$ cat config.mk
export PLATFORM = sky130hd
export DESIGN_NAME = seg_p2s_shifter_flat
export DESIGN_NICKNAME = d
export VERILOG_FILES = /design/src/rtl/seg_p2s_shifter_if.sv /design/src/rtl/seg_p2s_shifter.sv /design/src/flat_wrapper.sv
export SDC_FILE = /design/constraint.sdc
export NUM_CORES = 1
export LEC_CHECK = 0
export CORE_ASPECT_RATIO = 1.5
export CORE_MARGIN = 2
export CORE_UTILIZATION = 47
export CTS_CLUSTER_SIZE = 40
export DETAILED_ROUTE_END_ITERATION = 12
export PLACE_DENSITY = 0.7
export SLEW_MARGIN = 10
export SYNTH_ARGS = -nofsm -noshare
export SYNTH_HDL_FRONTEND = slang
export SYNTH_SLANG_ARGS = --single-unit
$ cat constraint.sdc
create_clock -name clk -period 2.7 [get_ports clk]
set_input_delay 0.405 -clock clk [delete_from_list [all_inputs] [get_ports clk]]
set_output_delay 0.405 -clock clk [all_outputs]
set_load 0.05 [all_outputs]
$ cat src/rtl/seg_p2s_shifter_if.sv
// rtl/seg_p2s_shifter_if.sv - request/pattern inputs and serial-chain outputs of seg_p2s_shifter
interface seg_p2s_shifter_if #(
   parameter int DATA_BITS = 64
);
   logic                 start;
   logic [DATA_BITS-1:0] P_Data;
   logic                 s_clk;
   logic                 s_clrn;
   logic                 sout;
   logic                 EN;
   logic                 busy;
   logic                 done;

   modport master (
      output start, P_Data,
      input  s_clk, s_clrn, sout, EN, busy, done
   );

   modport slave (
      input  start, P_Data,
      output s_clk, s_clrn, sout, EN, busy, done
   );
endinterface

$ cat src/rtl/seg_p2s_shifter.sv
// rtl/seg_p2s_shifter.sv - MSB-first parallel-to-serial driver for the 7-segment chain; optional P2S_AUTOREFRESH_EN
module seg_p2s_shifter #(
   parameter int DATA_BITS      = 64,
   parameter int CLK_DIV        = 2,
   parameter int REFRESH_CYCLES = 1024
) (
   input logic              clk,
   input logic              rstn,
   seg_p2s_shifter_if.slave bus
);
   localparam int              BC_W    = $clog2(DATA_BITS);
   localparam int              PH_W    = $clog2(CLK_DIV) + 1;
   localparam logic [PH_W-1:0] PH_RISE = PH_W'(CLK_DIV - 1);
   localparam logic [PH_W-1:0] PH_END  = PH_W'(2 * CLK_DIV - 1);
   localparam logic [BC_W-1:0] BC_LAST = BC_W'(DATA_BITS - 1);

   if (DATA_BITS < 2 || CLK_DIV < 1 || REFRESH_CYCLES < 1) begin : g_param_check
      $error("seg_p2s_shifter: illegal parameter set");
   end

   typedef enum logic [1:0] {
      IDLE  = 2'd0,
      SHIFT = 2'd1,
      LATCH = 2'd2
   } state_t;

   state_t               state_q, state_d;
   logic [DATA_BITS-1:0] shreg_q, shreg_d;
   logic [BC_W-1:0]      bit_cnt_q, bit_cnt_d;
   logic [PH_W-1:0]      phase_q, phase_d;
   logic                 s_clk_q, s_clk_d;
   logic                 s_clrn_q, s_clrn_d;
   logic                 sout_q, sout_d;
   logic                 en_q, en_d;
   logic                 busy_q, busy_d;
   logic                 done_q, done_d;
   logic                 go;
   logic                 load;

`ifdef P2S_AUTOREFRESH_EN
   localparam int IC_W = $clog2(REFRESH_CYCLES + 1);
   logic [IC_W-1:0] idle_q, idle_d;
`endif

   // State and output registers; every output comes straight from a flop
   always_ff @(posedge clk or negedge rstn) begin
      if (!rstn) begin
         state_q   <= IDLE;
         shreg_q   <= '0;
         bit_cnt_q <= '0;
         phase_q   <= '0;
         s_clk_q   <= 1'b0;
         s_clrn_q  <= 1'b0;
         sout_q    <= 1'b0;
         en_q      <= 1'b0;
         busy_q    <= 1'b0;
         done_q    <= 1'b0;
`ifdef P2S_AUTOREFRESH_EN
         idle_q    <= '0;
`endif
      end else begin
         state_q   <= state_d;
         shreg_q   <= shreg_d;
         bit_cnt_q <= bit_cnt_d;
         phase_q   <= phase_d;
         s_clk_q   <= s_clk_d;
         s_clrn_q  <= s_clrn_d;
         sout_q    <= sout_d;
         en_q      <= en_d;
         busy_q    <= busy_d;
         done_q    <= done_d;
`ifdef P2S_AUTOREFRESH_EN
         idle_q    <= idle_d;
`endif
      end
   end

   // Next-state logic: bit timing in SHIFT, latch pulse in LATCH, and capture on an accepted request
   always_comb begin
      state_d   = state_q;
      shreg_d   = shreg_q;
      bit_cnt_d = bit_cnt_q;
      phase_d   = phase_q;
      s_clk_d   = s_clk_q;
      s_clrn_d  = 1'b1;
      sout_d    = sout_q;
      en_d      = en_q;
      busy_d    = busy_q;
      done_d    = 1'b0;
      load      = 1'b0;

`ifdef P2S_AUTOREFRESH_EN
      go = bus.start || (idle_q == IC_W'(REFRESH_CYCLES - 1));
`else
      go = bus.start;
`endif

      case (state_q)
         IDLE: begin
            if (go) load = 1'b1;
         end
         SHIFT: begin
            if (phase_q == PH_RISE) begin
               s_clk_d = 1'b1;
               phase_d = phase_q + PH_W'(1);
            end else if (phase_q == PH_END) begin
               s_clk_d = 1'b0;
               phase_d = '0;
               if (bit_cnt_q == BC_LAST) begin
                  // Last bit stays on sout; the chain is latched next
                  en_d    = 1'b1;
                  state_d = LATCH;
               end else begin
                  shreg_d   = shreg_q << 1;
                  sout_d    = shreg_q[DATA_BITS-2];
                  bit_cnt_d = bit_cnt_q + BC_W'(1);
               end
            end else begin
               phase_d = phase_q + PH_W'(1);
            end
         end
         LATCH: begin
            if (phase_q == PH_RISE) begin
               en_d    = 1'b0;
               done_d  = 1'b1;
               busy_d  = 1'b0;
               phase_d = '0;
               state_d = IDLE;
               // A request seen on the completion edge starts the next transfer with no gap
               if (bus.start) load = 1'b1;
            end else begin
               phase_d = phase_q + PH_W'(1);
            end
         end
         default: begin
            state_d = IDLE;
         end
      endcase

      if (load) begin
         shreg_d   = bus.P_Data;
         sout_d    = bus.P_Data[DATA_BITS-1];
         busy_d    = 1'b1;
         bit_cnt_d = '0;
         phase_d   = '0;
         s_clk_d   = 1'b0;
         state_d   = SHIFT;
      end
   end

`ifdef P2S_AUTOREFRESH_EN
   // Idle gap counter: runs only while staying in IDLE, cleared whenever a transfer starts
   always_comb begin
      idle_d = '0;
      if (state_q == IDLE && state_d == IDLE) idle_d = idle_q + IC_W'(1);
   end
`endif

   assign bus.s_clk  = s_clk_q;
   assign bus.s_clrn = s_clrn_q;
   assign bus.sout   = sout_q;
   assign bus.EN     = en_q;
   assign bus.busy   = busy_q;
   assign bus.done   = done_q;
endmodule
$ cat src/flat_wrapper.sv
// flat-port wrapper written by rule: the top's interface ports become plain ports
module seg_p2s_shifter_flat 
#(
   parameter int DATA_BITS      = 64,
   parameter int CLK_DIV        = 2,
   parameter int REFRESH_CYCLES = 1024
)
  (clk, rstn, bus_start, bus_P_Data, bus_s_clk, bus_s_clrn, bus_sout, bus_EN, bus_busy, bus_done);
  seg_p2s_shifter_if #(.DATA_BITS(DATA_BITS)) bus_i ();
  input logic clk;
  input logic rstn;
  input wire logic [$bits(bus_i.start)-1:0] bus_start;
  input wire logic [$bits(bus_i.P_Data)-1:0] bus_P_Data;
  output wire logic [$bits(bus_i.s_clk)-1:0] bus_s_clk;
  output wire logic [$bits(bus_i.s_clrn)-1:0] bus_s_clrn;
  output wire logic [$bits(bus_i.sout)-1:0] bus_sout;
  output wire logic [$bits(bus_i.EN)-1:0] bus_EN;
  output wire logic [$bits(bus_i.busy)-1:0] bus_busy;
  output wire logic [$bits(bus_i.done)-1:0] bus_done;
  assign bus_i.start = bus_start;
  assign bus_i.P_Data = bus_P_Data;
  assign bus_s_clk = bus_i.s_clk;
  assign bus_s_clrn = bus_i.s_clrn;
  assign bus_sout = bus_i.sout;
  assign bus_EN = bus_i.EN;
  assign bus_busy = bus_i.busy;
  assign bus_done = bus_i.done;
  seg_p2s_shifter #(.DATA_BITS(DATA_BITS), .CLK_DIV(CLK_DIV), .REFRESH_CYCLES(REFRESH_CYCLES)) u_core (.clk(clk), .rstn(rstn), .bus(bus_i));
endmodule
# [Yosys cells after proc, flatten, opt, wreduce, memory -nomap -nowiden]
# Index checks and enable logic that the tools add are counted.
[totals] reg_bits=79 in_bits=67 wordCells=83
[classes] addsub=2 eq_ne=16 muxes=42 reduce_logical=13
[op_table] op="63-bit 2-to-1 mux" n=5
[op_table] op="6-bit 2-to-1 mux" n=5
[op_table] op="1-bit 2-to-1 mux" n=19
[op_table] op="2-bit 2-to-1 mux" n=9
[op_table] op="2-bit by 1-bit inequality test with 1-bit output (second input constant)" n=6
[op_table] op="5-bit AND reduction" n=2
[op_table] op="2-bit nonzero test" n=5
[op_table] op="3-bit by 1-bit inequality test with 1-bit output (second input constant)" n=3
[op_table] op="6-bit by 1-bit adder with 6-bit output (second input constant)" n=1
[op_table] op="6-bit == test (second input constant)" n=1
[op_table] op="2-bit one-hot mux with 3 select lines" n=1
[op_table] op="3-bit nonzero test" n=2
[op_table] op="2-bit by 1-bit == test with 1-bit output (second input constant)" n=2
[op_table] op="2-bit == test (second input constant)" n=2
[op_table] op="1-bit one-hot mux with 2 select lines" n=2
[op_table] op="2-bit one-hot mux with 2 select lines" n=1
[op_table] op="2-bit AND reduction" n=2
[op_table] op="4-bit AND reduction" n=1
[op_table] op="3-bit by 2-bit inequality test with 1-bit output (second input constant)" n=1
[op_table] op="2-bit by 1-bit adder with 2-bit output (second input constant)" n=1
[op_table] op="2-bit zero test" n=1
[op_table] op="2-bit inequality test (second input constant)" n=1

# [Logic depth before layout (Yosys ltp)]
[depth] word_depth=6 depth_mapped=9

# [Worst setup path before layout]
# OpenSTA, ideal clock, no wires.
[synth_path] path_type="reg2reg" start="register u_core.state_q[0]" end="register u_core.shreg_q[35]" setup_time_ps=125 arrival_time_ps=2006 required_ps=2575 path_slack_ps=569 stages_incl_launch_ff=8 n_path_buf=1 synth_period_minus_slack_ps=2131 path_cell_list="dfrtp_1 > inv_1 > ha_1 > and2_2 > o21ai_4 > buf_2 > mux2_2 > mux2_4"
[synth_via] elab_chain_cells=4
[synth_lines] element="from (decl)" line_no="seg_p2s_shifter.sv:27" source="state_t state_q, state_d;"
[synth_lines] element="from (signal assigned)" line_no="seg_p2s_shifter.sv:62" source="state_q <= state_d;"
[synth_lines] element="2-bit == test / 2-bit zero test (equally long branches)" line_no="seg_p2s_shifter.sv:98" source="case (state_q)"
[synth_lines] element="1-bit one-hot mux with 2 select lines" line_no="seg_p2s_shifter.sv:98"
[synth_lines] element="2-bit by 1-bit inequality test with 1-bit output (no source line) / 2-bit nonzero test (equally long branches)"
[synth_lines] element="4-bit AND reduction (no source line)"
[synth_lines] element="to (signal assigned)" line_no="seg_p2s_shifter.sv:63" source="shreg_q <= shreg_d;"
[synth_lines] element="to (decl)" line_no="seg_p2s_shifter.sv:28" source="logic [DATA_BITS-1:0] shreg_q, shreg_d;"
# Several ways; a longest one is shown, not always the timed one.
# A chain may end at the register's enable or synchronous reset.

# [Worst setup path in the final report]
[layout_path] start="register u_core.state_q[0]" end="register u_core.shreg_q[16]"
# The elaborated chain is that of the path after synthesis.

==> out/qor.yml <==
syn-cell-area_um2: 4170
setup_viol: 0
p_leak_nw: 2.41
first_global_vias: 2759
grt_max_degree: 80
crit_arrival_ns: 2.64
ios: 73
min_period_over_period: 0.898
hold_violations: 0
synth_nets: 372
vdd_drop_max_uv: 518
antenna_found_initial: 0
layout_common_cells: "mux2_2, dfrtp_1, clkdlybuf4s50_1"
ys_types: 37
crit_fanout: 38
drc: 0
worst_pin_slew_ns: 1.00
fin_setup_tns_ns: 0
p_switching_mw: 1.83
cts-root-buf: "clkbuf_16"
required_ns: 2.92
gr-total-overflow: 0
synth_xor_area_frac: 0
place_area_um2: 5010
fmax_mhz: 412
wire_per_inst_um: 16.0
ys_warn_count: 0
synth_flop_cell: "dfrtp_1"
yosysSeqAreaShare: 0.474
maxSlewHeadroom: 0.331
power.share.clock: 0.201
synthToLayoutAreaGrowth_pct: 27.5
synth_top_family_by_area: "multiplexers"
synth_area_per_cell_um2: 14.0
drt_iter0_drc: 98
grt_pass1_wl_um: 12900
synthAdderAreaFrac: 0.0240
crit_path_start_kind: "register"
cpLargestDelayFamily: "multiplexers"
drv_cap: 0
endpoint_kind: "register"
synth_mux_area_frac: 0.381
r2r_slack_ns: 0.27
ant_nets: 0
htree_num_levels: 3
n_antenna_cell: 0
worst_path_max_delay_cell: "dfrtp_1"
wl_um: 7730
viasPerCell: 5.21
outcome: "complete, no violations"
p_int_mw: 4.28
path_clk_slew_ns: 0.06
cts_tree: "built"
numPortBuffers: 72
clock_path_buffers: 2
dieArea_um2: 9660
cp_slowest_stage_delay_ns: 0.44
crit_buf_inv: 2
switching_share: 0.299
finalNonFillerCells: 484
utilization: 0.609
post-dp-hpwl_um: 5260
period_needed_ns: 2.43
final_common_cell: "mux2_2"
numCtsBuffers: 9
ys_async_sr_fraction: 1.00
cts_setup_buffers: 0
fin_worst_skew_ns: 0.00642
die_y_um: 119
synth_seq_cells: 79
drv_slew: 0
drt-pass1-iter-count: 4
vias: 2522
core_area_um2: 8720
clkLatencyLatePin_ns: 0.33
cts.hold.buffers_added: 0
synth-compound-area-share: 0.0489
gp_congestion: 0.761
finalPower_mw: 6.11
power_density_nw_per_um2: 1150
final_nets: 445
syn-instance-count: 297
grt_usage: 0.175
clock-sinks: 79
fill_cells: 719
synth_enable_flop_cells: 0
rsz0062_at_grt: "false"
combPwrFrac: 0.463
die_x_um: 80.9
start_util: 0.478
synthSimpleGateAreaFrac: 0.0339
path_class: "register to register"
fin_area_um2: 5310
layout-drive-gt1-share: 0.409
post_cts_resize_count: 0
cp_cell_sequence: "inv_1 > ha_1 > and2_2 > o21ai_4 > buf_12 > mux2_2 > mux2_4"
std_cell_rows: 42
dp_cells: 469
seqPwrFrac: 0.337
hp-class: "input port to async pin"
area by class of cell:
class | count | area (um2) | share of cell area
clock buffers | 11 | 253 | 0.0476
flip-flops and latches | 79 | 1980 | 0.372
repair buffers | 77 | 806 | 0.152
inverters | 11 | 41.3 | 0.00777
well taps | 110 | 138 | 0.0259
clock inverters | 4 | 53.8 | 0.0101
multi-input cells | 192 | 2050 | 0.385
layer usage:
| metal | global-route usage | up-vias | share of wire |
|---|---|---|---|
| met5 | 0 | - | 0 |
| met4 | 0.0699 | 0 | 0.017 |
| met3 | 0.0417 | 9 | 0.042 |
| met2 | 0.295 | 45 | 0.52 |
| met1 | 0.212 | 1250 | 0.42 |
| li1 | - | 1218 | - |
synthesized netlist by cell type, drive strengths merged, types with 2 or more instances:
cell type,instances,share of area
dfrtp,79,0.47
nor2,4,0.0036
nand2,8,0.0072
o41ai,2,0.0042
inv,11,0.0099
o211ai,3,0.0054
nand3,2,0.0024
o21ai,10,0.016
mux2,127,0.38
a21o,2,0.0036
ha,8,0.024
mux2i,2,0.0048
buf,15,0.027
a21oi,3,0.0036
a32o,3,0.0072
cell families (layout without fill, tap and decap cells):
family / count (synthesis) / count (layout)
other: 1 / 1
AND/OR/NAND/NOR: 26 / 26
AO/OA/AOI/OAI: 28 / 28
adder cells (fa/ha/maj): 8 / 8
flip-flops: 79 / 79
multiplexers: 129 / 129
buffers and inverters: 26 / 103
state kept, by name, indices dropped and copies added (netlist names), 2 cells and up:
register	flops
u_core.state_q	2
u_core.shreg_q	63
u_core.phase_q	2
u_core.bit_cnt_q	6
path summary, 6_finish.rpt:
path,start,end,cells past startpoint
max,u_core.state_q[0],u_core.shreg_q[16],7
min,rstn,u_core.shreg_q[11],1
max reg2reg,u_core.state_q[0],u_core.shreg_q[16],7
min reg2reg,u_core.bit_cnt_q[5],u_core.bit_cnt_q[5],1
max in group asynchronous,rstn,u_core.bus.busy,1
min in group clk,u_core.bit_cnt_q[5],u_core.bit_cnt_q[5],1
worst reg2reg max path, stage by stage, from the launching register on:
cell and delay, ns:
dfrtp_1 0.44, inv_1 0.11, ha_1 0.29, and2_2 0.26, o21ai_4 0.28, buf_12 0.27, mux2_2 0.39, mux2_4 0.27
power groups by stage:
stage	clock, mW	combinational, mW	sequential [mW]
2_1_floorplan	0	2.27	2.07
4_1_cts	1.27	2.87	2.06
3_3_place_gp	0	2.78	2.05
5_1_grt	1.32	3.08	2.13
6_report	1.23	2.83	2.06
3_5_place_dp	0	2.85	2.07
stage by stage:
stage               setup WS, ns  hold WS [ns]
floorplan                  0.569         0.109
global placement           0.382         0.477
detailed placement         0.305         0.484
CTS                        0.272         0.282
global route               0.144         0.323
finish                     0.274         0.237
Note: power is estimated with default switching activity, not from simulation.
